`src/rtl/mult_pkg.sv`:
```
// Shared types and defaults for the sequential shift-and-add multiplier.
package mult_pkg;

  typedef enum logic [1:0] {IDLE, RUN, DONE} mult_state_t;

  localparam int MULT_N = 16;

endpackage

```
`src/rtl/bit16_Adder.sv`:
```
// N-bit ripple-carry adder, carry-in tied low.
module bit16_Adder #(
  parameter int N = 16
) (
  input  logic [N-1:0] A,
  input  logic [N-1:0] B,
  output logic [N-1:0] S,
  output logic         Cout
);

  logic [N:0] carry;

  assign carry[0] = 1'b0;

  for (genvar i = 0; i < N; i++) begin : g_bit
    assign S[i]       = A[i] ^ B[i] ^ carry[i];
    assign carry[i+1] = (A[i] & B[i]) | (carry[i] & (A[i] ^ B[i]));
  end

  assign Cout = carry[N];

endmodule

```
`src/rtl/seq_shift_add_multiplier.sv`:
```
// Unsigned N x N -> 2N multiplier, one partial product per cycle on a shared
// ripple adder; valid/ready on both sides, one operand pair in flight.
//
// state | meaning
// IDLE  | waiting for operands, in_ready high
// RUN   | N shift-add steps, cnt counts 0..N-1
// DONE  | product valid, waiting for out_ready
module seq_shift_add_multiplier
  import mult_pkg::*;
#(
  parameter int N = MULT_N
) (
  input  logic           clk,
  input  logic           rst_n,
  input  logic           in_valid,
  output logic           in_ready,
  input  logic [N-1:0]   a,
  input  logic [N-1:0]   b,
  output logic           out_valid,
  input  logic           out_ready,
  output logic [2*N-1:0] product,
  output logic           busy
);

  localparam int CNT_W = $clog2(N + 1);
  localparam logic [CNT_W-1:0] CNT_LAST = CNT_W'(N - 1);

  mult_state_t      state;
  logic [N-1:0]     acc;
  logic [N-1:0]     mq;
  logic [N-1:0]     mcand;
  logic [CNT_W-1:0] cnt;
  logic [N-1:0]     add_b;
  logic [N-1:0]     s;
  logic             c;

  // A zero B operand turns the step into a plain shift when the multiplier bit is 0.
  assign add_b = mq[0] ? mcand : '0;

  bit16_Adder #(.N(N)) u_add (
    .A    (acc),
    .B    (add_b),
    .S    (s),
    .Cout (c)
  );

  assign in_ready  = (state == IDLE);
  assign out_valid = (state == DONE);
  assign busy      = (state == RUN) || (state == DONE);

  always_ff @(posedge clk) begin
    if (!rst_n) begin
      state   <= IDLE;
      acc     <= '0;
      mq      <= '0;
      mcand   <= '0;
      cnt     <= '0;
      product <= '0;
    end else begin
      case (state)
        IDLE: begin
          if (in_valid) begin
            mcand <= a;
            mq    <= b;
            acc   <= '0;
            cnt   <= '0;
            state <= RUN;
          end
        end
        RUN: begin
          // Carry-out lands in the acc MSB after the right shift.
          acc <= {c, s[N-1:1]};
          mq  <= {s[0], mq[N-1:1]};
          cnt <= cnt + CNT_W'(1);
          if (cnt == CNT_LAST) begin
            product <= {c, s, mq[N-1:1]};
            state   <= DONE;
          end
        end
        DONE: begin
          if (out_ready) state <= IDLE;
        end
        default: state <= IDLE;
      endcase
    end
  end

endmodule
```
`config.mk`:
```
export PLATFORM = sky130hd
export DESIGN_NAME = seq_shift_add_multiplier
export DESIGN_NICKNAME = d
export VERILOG_FILES = /design/src/rtl/mult_pkg.sv /design/src/rtl/bit16_Adder.sv /design/src/rtl/seq_shift_add_multiplier.sv
export SDC_FILE = /design/constraint.sdc
export NUM_CORES = 1
export LEC_CHECK = 0
export CAP_MARGIN = 20
export CORE_MARGIN = 4
export CORE_UTILIZATION = 35
export CTS_BUF_LIST = sky130_fd_sc_hd__clkbuf_2 sky130_fd_sc_hd__clkbuf_4 sky130_fd_sc_hd__clkbuf_8
export DETAILED_ROUTE_END_ITERATION = 6
export PLACE_DENSITY_LB_ADDON = 0.15
export SLEW_MARGIN = 5
export SYNTH_ARGS = -nofsm -noshare
export SYNTH_HDL_FRONTEND = slang
export SYNTH_SLANG_ARGS = --single-unit
```
`constraint.sdc`:
```
create_clock -name clk -period 5.8 [get_ports clk]
set_input_delay 1.16 -clock clk [delete_from_list [all_inputs] [get_ports clk]]
set_output_delay 1.16 -clock clk [all_outputs]
set_load 0.05 [all_outputs]
```
# [Yosys cells after proc, flatten, opt, wreduce, memory -nomap -nowiden]
# Cells that the tools add are included.
# Widths: inputs -> output; s select.
[op_classes] n_bitwise=77 n_addsub=1 n_reduce_logical=7 eq_ne=6 n_mux=11
[ops] operator="$pmux 16 s2" n=2
[ops] operator="$mux 16" n=3
[ops] operator="$and 1x1->1" n=31
[ops] operator="$xor 1x1->1" n=31
[ops] operator="$or 1x1->1" n=15
[ops] operator="$pmux 5 s2" n=1
[ops] operator="$mux 2" n=3
[ops] operator="$pmux 2 s3" n=1
[ops] operator="$reduce_and 2->1" n=3
[ops] operator="$add 5x1->5 const B" n=1
[ops] operator="$eq 5x4->1 const B" n=1
[ops] operator="$mux 5" n=1
[ops] operator="$ne 2x1->1 const B" n=2
[ops] operator="$reduce_and 3->1" n=1
[ops] operator="$eq 2x1->1 const B" n=1
[ops] operator="$eq 2x2->1 const B" n=1
[ops] operator="$logic_not 2->1" n=1
[ops] operator="$ne 2x2->1 const B" n=1
[ops] operator="$reduce_bool 2->1" n=1
[ops] operator="$logic_or 1x1->1" n=1
[totals] inputBits=36 output_inout_bits=35 wordCells=108 ff_bits=87

# [Longest topological paths before layout]
[logic_depth] ltp_word=33 depth_mapped=25 depth_no_buf=25

# [Modules after synthesis]
# From an unflattened synthesis, not the netlist that was laid out.
[hier_totals] hier_cells=434 area_unflattened_um2=3953.8
[by_module_without_submodules] mod="seq_shift_add_multiplier" instances=1 seq_area_each_um2=1741.7 cells_per_inst=408 area_per_inst_um2=3603.5
[by_module_without_submodules] mod="bit16_Adder" instances=1 seq_area_each_um2=0.0 cells_per_inst=26 area_per_inst_um2=350.3

# [Worst setup path after synthesis]
# OpenSTA, ideal clock, no wires.
[synth_path] path_kind="reg-to-reg" from="register mq[0]" to="register acc[14]" path_buffers=1 path_slack_ns=-0.660 setup_ns=0.128 period_less_slack_ns=6.460 stages_incl_launch_ff=25 t_arrival_ns=6.332 required_ns=5.672 path_cell_list="dfxtp_1 > clkbuf_1 > nand2_1 > fa_1 > fa_1 > fa_1 > fa_1 > fa_1 > fa_1 > inv_1 > fa_1 > inv_1 > fa_1 > fa_1 > inv_1 > fa_1 > fa_1 > inv_1 > fa_1 > fa_1 > fa_1 > fa_1 > inv_1 > a32oi_1 > nor2_1"
[synth_between] elab_chain_cells=32 word_cells_on_any_way=61 classes_between="mux: 2; bitwise: 59"
[synth_lines] element="from (decl)" line_no="seq_shift_add_multiplier.sv:30" rtl="logic [N-1:0] mq;"
[synth_lines] element="from (signal assigned)" line_no="seq_shift_add_multiplier.sv:73" rtl="mq <= {s[0], mq[N-1:1]};"
[synth_lines] element="$mux 16 (*)" line_no="seq_shift_add_multiplier.sv:38" rtl="assign add_b = mq[0] ? mcand : '0;"
[synth_lines] element="$and 1x1->1 / $xor 1x1->1 (equally long branches)" line_no="bit16_Adder.sv:17" rtl="assign carry[i+1] = (A[i] & B[i]) | (carry[i] & (A[i] ^ B[i]));"
[synth_lines] element="$and 1x1->1" line_no="bit16_Adder.sv:17"
[synth_lines] element="$or 1x1->1" line_no="bit16_Adder.sv:17"
[synth_lines] element="$and 1x1->1" line_no="bit16_Adder.sv:17"
[synth_lines] element="$or 1x1->1" line_no="bit16_Adder.sv:17"
[synth_lines] element="$and 1x1->1" line_no="bit16_Adder.sv:17"
[synth_lines] element="$or 1x1->1" line_no="bit16_Adder.sv:17"
[synth_lines] element="[... 16 more ...]"
[synth_lines] element="$and 1x1->1" line_no="bit16_Adder.sv:17"
[synth_lines] element="$or 1x1->1" line_no="bit16_Adder.sv:17"
[synth_lines] element="$and 1x1->1" line_no="bit16_Adder.sv:17"
[synth_lines] element="$or 1x1->1" line_no="bit16_Adder.sv:17"
[synth_lines] element="$and 1x1->1" line_no="bit16_Adder.sv:17"
[synth_lines] element="$or 1x1->1" line_no="bit16_Adder.sv:17"
[synth_lines] element="$xor 1x1->1 (*)" line_no="bit16_Adder.sv:16" rtl="assign S[i] = A[i] ^ B[i] ^ carry[i];"
[synth_lines] element="$pmux 16 s2 (*)" line_no="seq_shift_add_multiplier.sv:60" rtl="case (state)"
[synth_lines] element="to (signal assigned)" line_no="seq_shift_add_multiplier.sv:72" rtl="acc <= {c, s[N-1:1]};"
[synth_lines] element="to (decl)" line_no="seq_shift_add_multiplier.sv:29" rtl="logic [N-1:0] acc;"
# Mark *: on every way between the ends. The rest lies on a longest branch, timed or not.
# A chain may end at the register's enable or synchronous reset.

# [Worst setup path in the final report]
# Same ends and word-level chain as after synthesis.

==> metrics.md <==
| Metric | Value |
|---|---|
| Top-area cell type share of the netlist area | `45.56%` |
| Worst setup EP type | `flop` |
| Routed wire length | `8453 microns` |
| Vias | `3012` |
| Seq/Total Area, Yosys | `45.56%` |
| Vias/cell | `4.751` |
| I/O pin cnt | `71` |
| DR pass1 iterations | `4` |
| Detailed Place HPWL | `5790 microns` |
| Fin. max-slew vios | `0` |
| Least-Margin Pin Slew | `1.065 ns` |
| Mapped cell area | `0.003822 sq mm` |
| Number of H-tree levels | `3` |
| Post-synthesis adder-cell area fraction | `9.820%` |
| GRT overflow | `0` |
| Syn Area/Cell | `8.767 sq um` |
| Register bit total from synthesis | `87` |
| Antenna diodes | `0` |
| Die Span Y | `112.5 microns` |
| Die area | `0.01266 sq mm` |
| Sinks on Clock Net | `87` |
| Clock transition at path regs | `0.09 ns` |
| Status | `finished, violations left` |
| CP max stage cell | `fa_1` |
| Antenna Nets Post-Route | `0` |
| Post-Synth XOR/XNOR Area | `0%` |
| Main combinational cell family by area after synthesis | `simple AND/OR/NAND/NOR gates` |
| Max IR drop VDD | `0.1918 mV` |
| CTS tree | `yes` |
| Arrival time at the worst endpoint | `6.33 ns` |
| DRC | `0` |
| Initial antenna violation count | `0` |
| Tot GR Track Use | `14.29%` |
| Number of nets in the layout | `550` |
| Area grow syn2layout | `27.50%` |
| Share of cells above drive strength 1 | `10.24%` |
| Leading cell type in the layout, fill and taps excluded | `nand2_1` |
| Fmax | `163.8 MHz` |
| Worst path most repeated cell | `fa_2` |
| WL/cell | `13.33 microns` |
| CP required | `6.03 ns` |
| Width of the die | `112.5 microns` |
| Multi-input logic area | `0.001848 sq mm` |
| PortBufs | `70` |
| Gpl congestion | `0.7400` |
| Largest net degree at the start of global routing | `60` |
| Clock latency on the worst-skew pair | `0.37 ns` |
| Core Area | `0.01046 sq mm` |
| Number of DRC markers in iteration 0 | `128` |
| Mapped Nets | `493` |
| Number of fill cells | `1080` |
| Total Negative Setup Slacks | `-0.6561 ns` |
| Clock Tree Root | `clkbuf_8` |
| Fin. Hold Viols | `0` |
| FP Rows | `37` |
| LEAKAGE | `1.756 nW` |
| Clock buffer depth | `2` |
| CP Class | `reg2reg` |
| RSZ-0062 raised after global routing | `yes` |
| Post-synthesis mux area share | `5.368%` |
| Compound-cell area share of the yosys netlist | `15.35%` |
| Crit-path max FO | `2` |
| Most frequent cells in the layout | `90 x nand2_1, 86 x dfxtp_1, 70 x clkdlybuf4s50_1, 47 x nor2_1, 37 x a21oi_1` |
| Fin crit share | `105.3%` |
| Cell class contributing the biggest share of worst-path delay | `adder cells` |
| Slew headroom | `29.03%` |
| Layout Skew | `0.01540 ns` |
| Buf/Inv on CP | `6` |
| Hold WC Path Type | `reg2reg` |
| Total area of sequential cells | `0.001743 sq mm` |
| Initial Util | `36.53%` |
| Number of global-route vias before repair | `2956` |
| CP max stage delay | `0.51 ns` |
| Simple-Gate Fraction of Synth Area | `16.30%` |
| Failing checks | `setup timing` |
| Placed cells | `617` |
| Synth area leader | `dfxtp_1` |
| Post-synth cell types | `28` |
| PD cells | `336.4 mW/mm^2` |
| Min Tclk post-route | `6.105 ns` |
| Global-route wire length before repair | `14660 microns` |
| CTS buffer count | `9` |
| Maxcap violations | `0` |
| Non-Filler Instances | `634` |
| Setup ws final | `-0.3054 ns` |
| Synth Instances | `436` |
| Final setup violation count | `4` |
| Worst hold slack | `0.4570 ns` |
| CP Launch Type | `flop` |
| Area contributors post-synth | `dfxtp_1 46%, nand2_1 8.8%, fa_1 7.9%` |
| Yosys warns | `0` |
==> cells in the mapped netlist <==
| master | count |
|---|---|
| buf_6 | 2 |
| nand3_1 | 3 |
| nor2b_1 | 2 |
| a21oi_1 | 37 |
| nand2_1 | 90 |
| and2_1 | 6 |
| mux2i_1 | 19 |
| mux2_4 | 1 |
| o21ai_0 | 1 |
| ha_1 | 6 |
| buf_1 | 3 |
| a221oi_2 | 1 |
| fa_1 | 15 |
| a211oi_1 | 29 |
| nand2b_1 | 1 |
| and3_1 | 1 |
| buf_2 | 12 |
| buf_4 | 1 |
| inv_1 | 37 |
| a32oi_1 | 18 |
| nor2_1 | 47 |
| nand3b_1 | 1 |
| nor2b_4 | 1 |
| clkbuf_2 | 1 |
| a31oi_1 | 1 |
| dfxtp_1 | 87 |
| clkbuf_1 | 12 |
| or4b_1 | 1 |
==> per-stage QoR <==
stage | setup WS, ns | cell area [sq um] | power (W) | utilization, %
2_1_floorplan | -0.1312 | 3864 | 0.001081 | -
3_3_place_gp | -0.2578 | 4621 | 0.001179 | 44.16
3_5_place_dp | -0.3036 | 4621 | 0.001187 | 44.16
4_1_cts | -0.2917 | 4841 | 0.001657 | 46.27
5_1_grt | -0.5522 | 4873 | 0.001749 | 46.58
6_report | -0.3054 | 4873 | 0.001639 | 46.58
==> registers in the layout, summed over array words and instances (netlist names) <==
name and flops:
product 32, acc 16, mcand 16, mq 16, cnt 5, state 2
==> kinds of logic (layout without fill, tap and decap cells) <==
kind of cell / count (synthesis) / count (layout)
buffers and inverters: 68 / 130
adders and majority gates: 21 / 21
DFF: 87 / 87
and+or+nand+nor: 153 / 153
muxes: 20 / 20
AOI/OAI and AO/OA: 87 / 87
==> routing by layer <==
layer  share of wire, %  vias up  GRT usage [%]
li1                   -     1551              -
met1                 50     1393          19.43
met2                 44       61          21.65
met3                4.9        7          4.852
met4                1.2        0          4.087
met5                  0        -              0
==> layout make-up <==
cell class | count | share of cell area, %
clock buffers | 9 | 2.542
clock inverters | 7 | 1.977
inverters | 37 | 2.850
multi-input cells | 281 | 37.92
flip-flops and latches | 87 | 35.76
well taps | 136 | 3.492
repair buffers | 77 | 15.46
==> worst register-to-register path, cell delays in order, from the launching register on <==
cell and delay (ns):
dfxtp_2 0.33, and2_4 0.14, ha_4 0.12, inv_2 0.03, fa_2 0.33, fa_2 0.35, fa_2 0.35, fa_2 0.35
fa_2 0.35, fa_2 0.34, inv_2 0.06, fa_2 0.18, inv_2 0.04, fa_2 0.33, fa_2 0.34, inv_2 0.06
fa_2 0.20, fa_2 0.19, inv_2 0.04, fa_2 0.34, fa_2 0.37, fa_2 0.35, fa_1 0.51, inv_1 0.04
a32oi_1 0.18, nor2_1 0.06
==> path summary, 6_finish.rpt <==
| kind | start | to | slack, ns | cells after the start |
|---|---|---|---|---|
| min | product[11]$_SDFFE_PN0P_ | product[11]$_SDFFE_PN0P_ | 0.46 | 2 |
| max reg2reg | mq[0]$_SDFFE_PN0P_ | acc[14]$_SDFFE_PN0P_ | -0.31 | 25 |
| min reg2reg | product[11]$_SDFFE_PN0P_ | product[11]$_SDFFE_PN0P_ | 0.46 | 2 |
| max | mq[0]$_SDFFE_PN0P_ | acc[14]$_SDFFE_PN0P_ | -0.31 | 25 |
==> power breakdown <==
group / switching (W) / internal [W] / total [W]
Combinational: 0.000283 / 0.000176 / 0.000458
Clock: 0.000224 / 0.000244 / 0.000468
Sequential: 0.0000448 / 0.000668 / 0.000713
Total: 0.000552 / 0.00109 / 0.00164
==> timing repair <==
item,4_1_cts,5_1_grt
endpoints found under the setup margin,4,5
resized for setup,1,9
buffers inserted,0,1
pin swaps,1,1
hold buffers,0,0
Note: power is estimated with default switching activity, not from simulation.
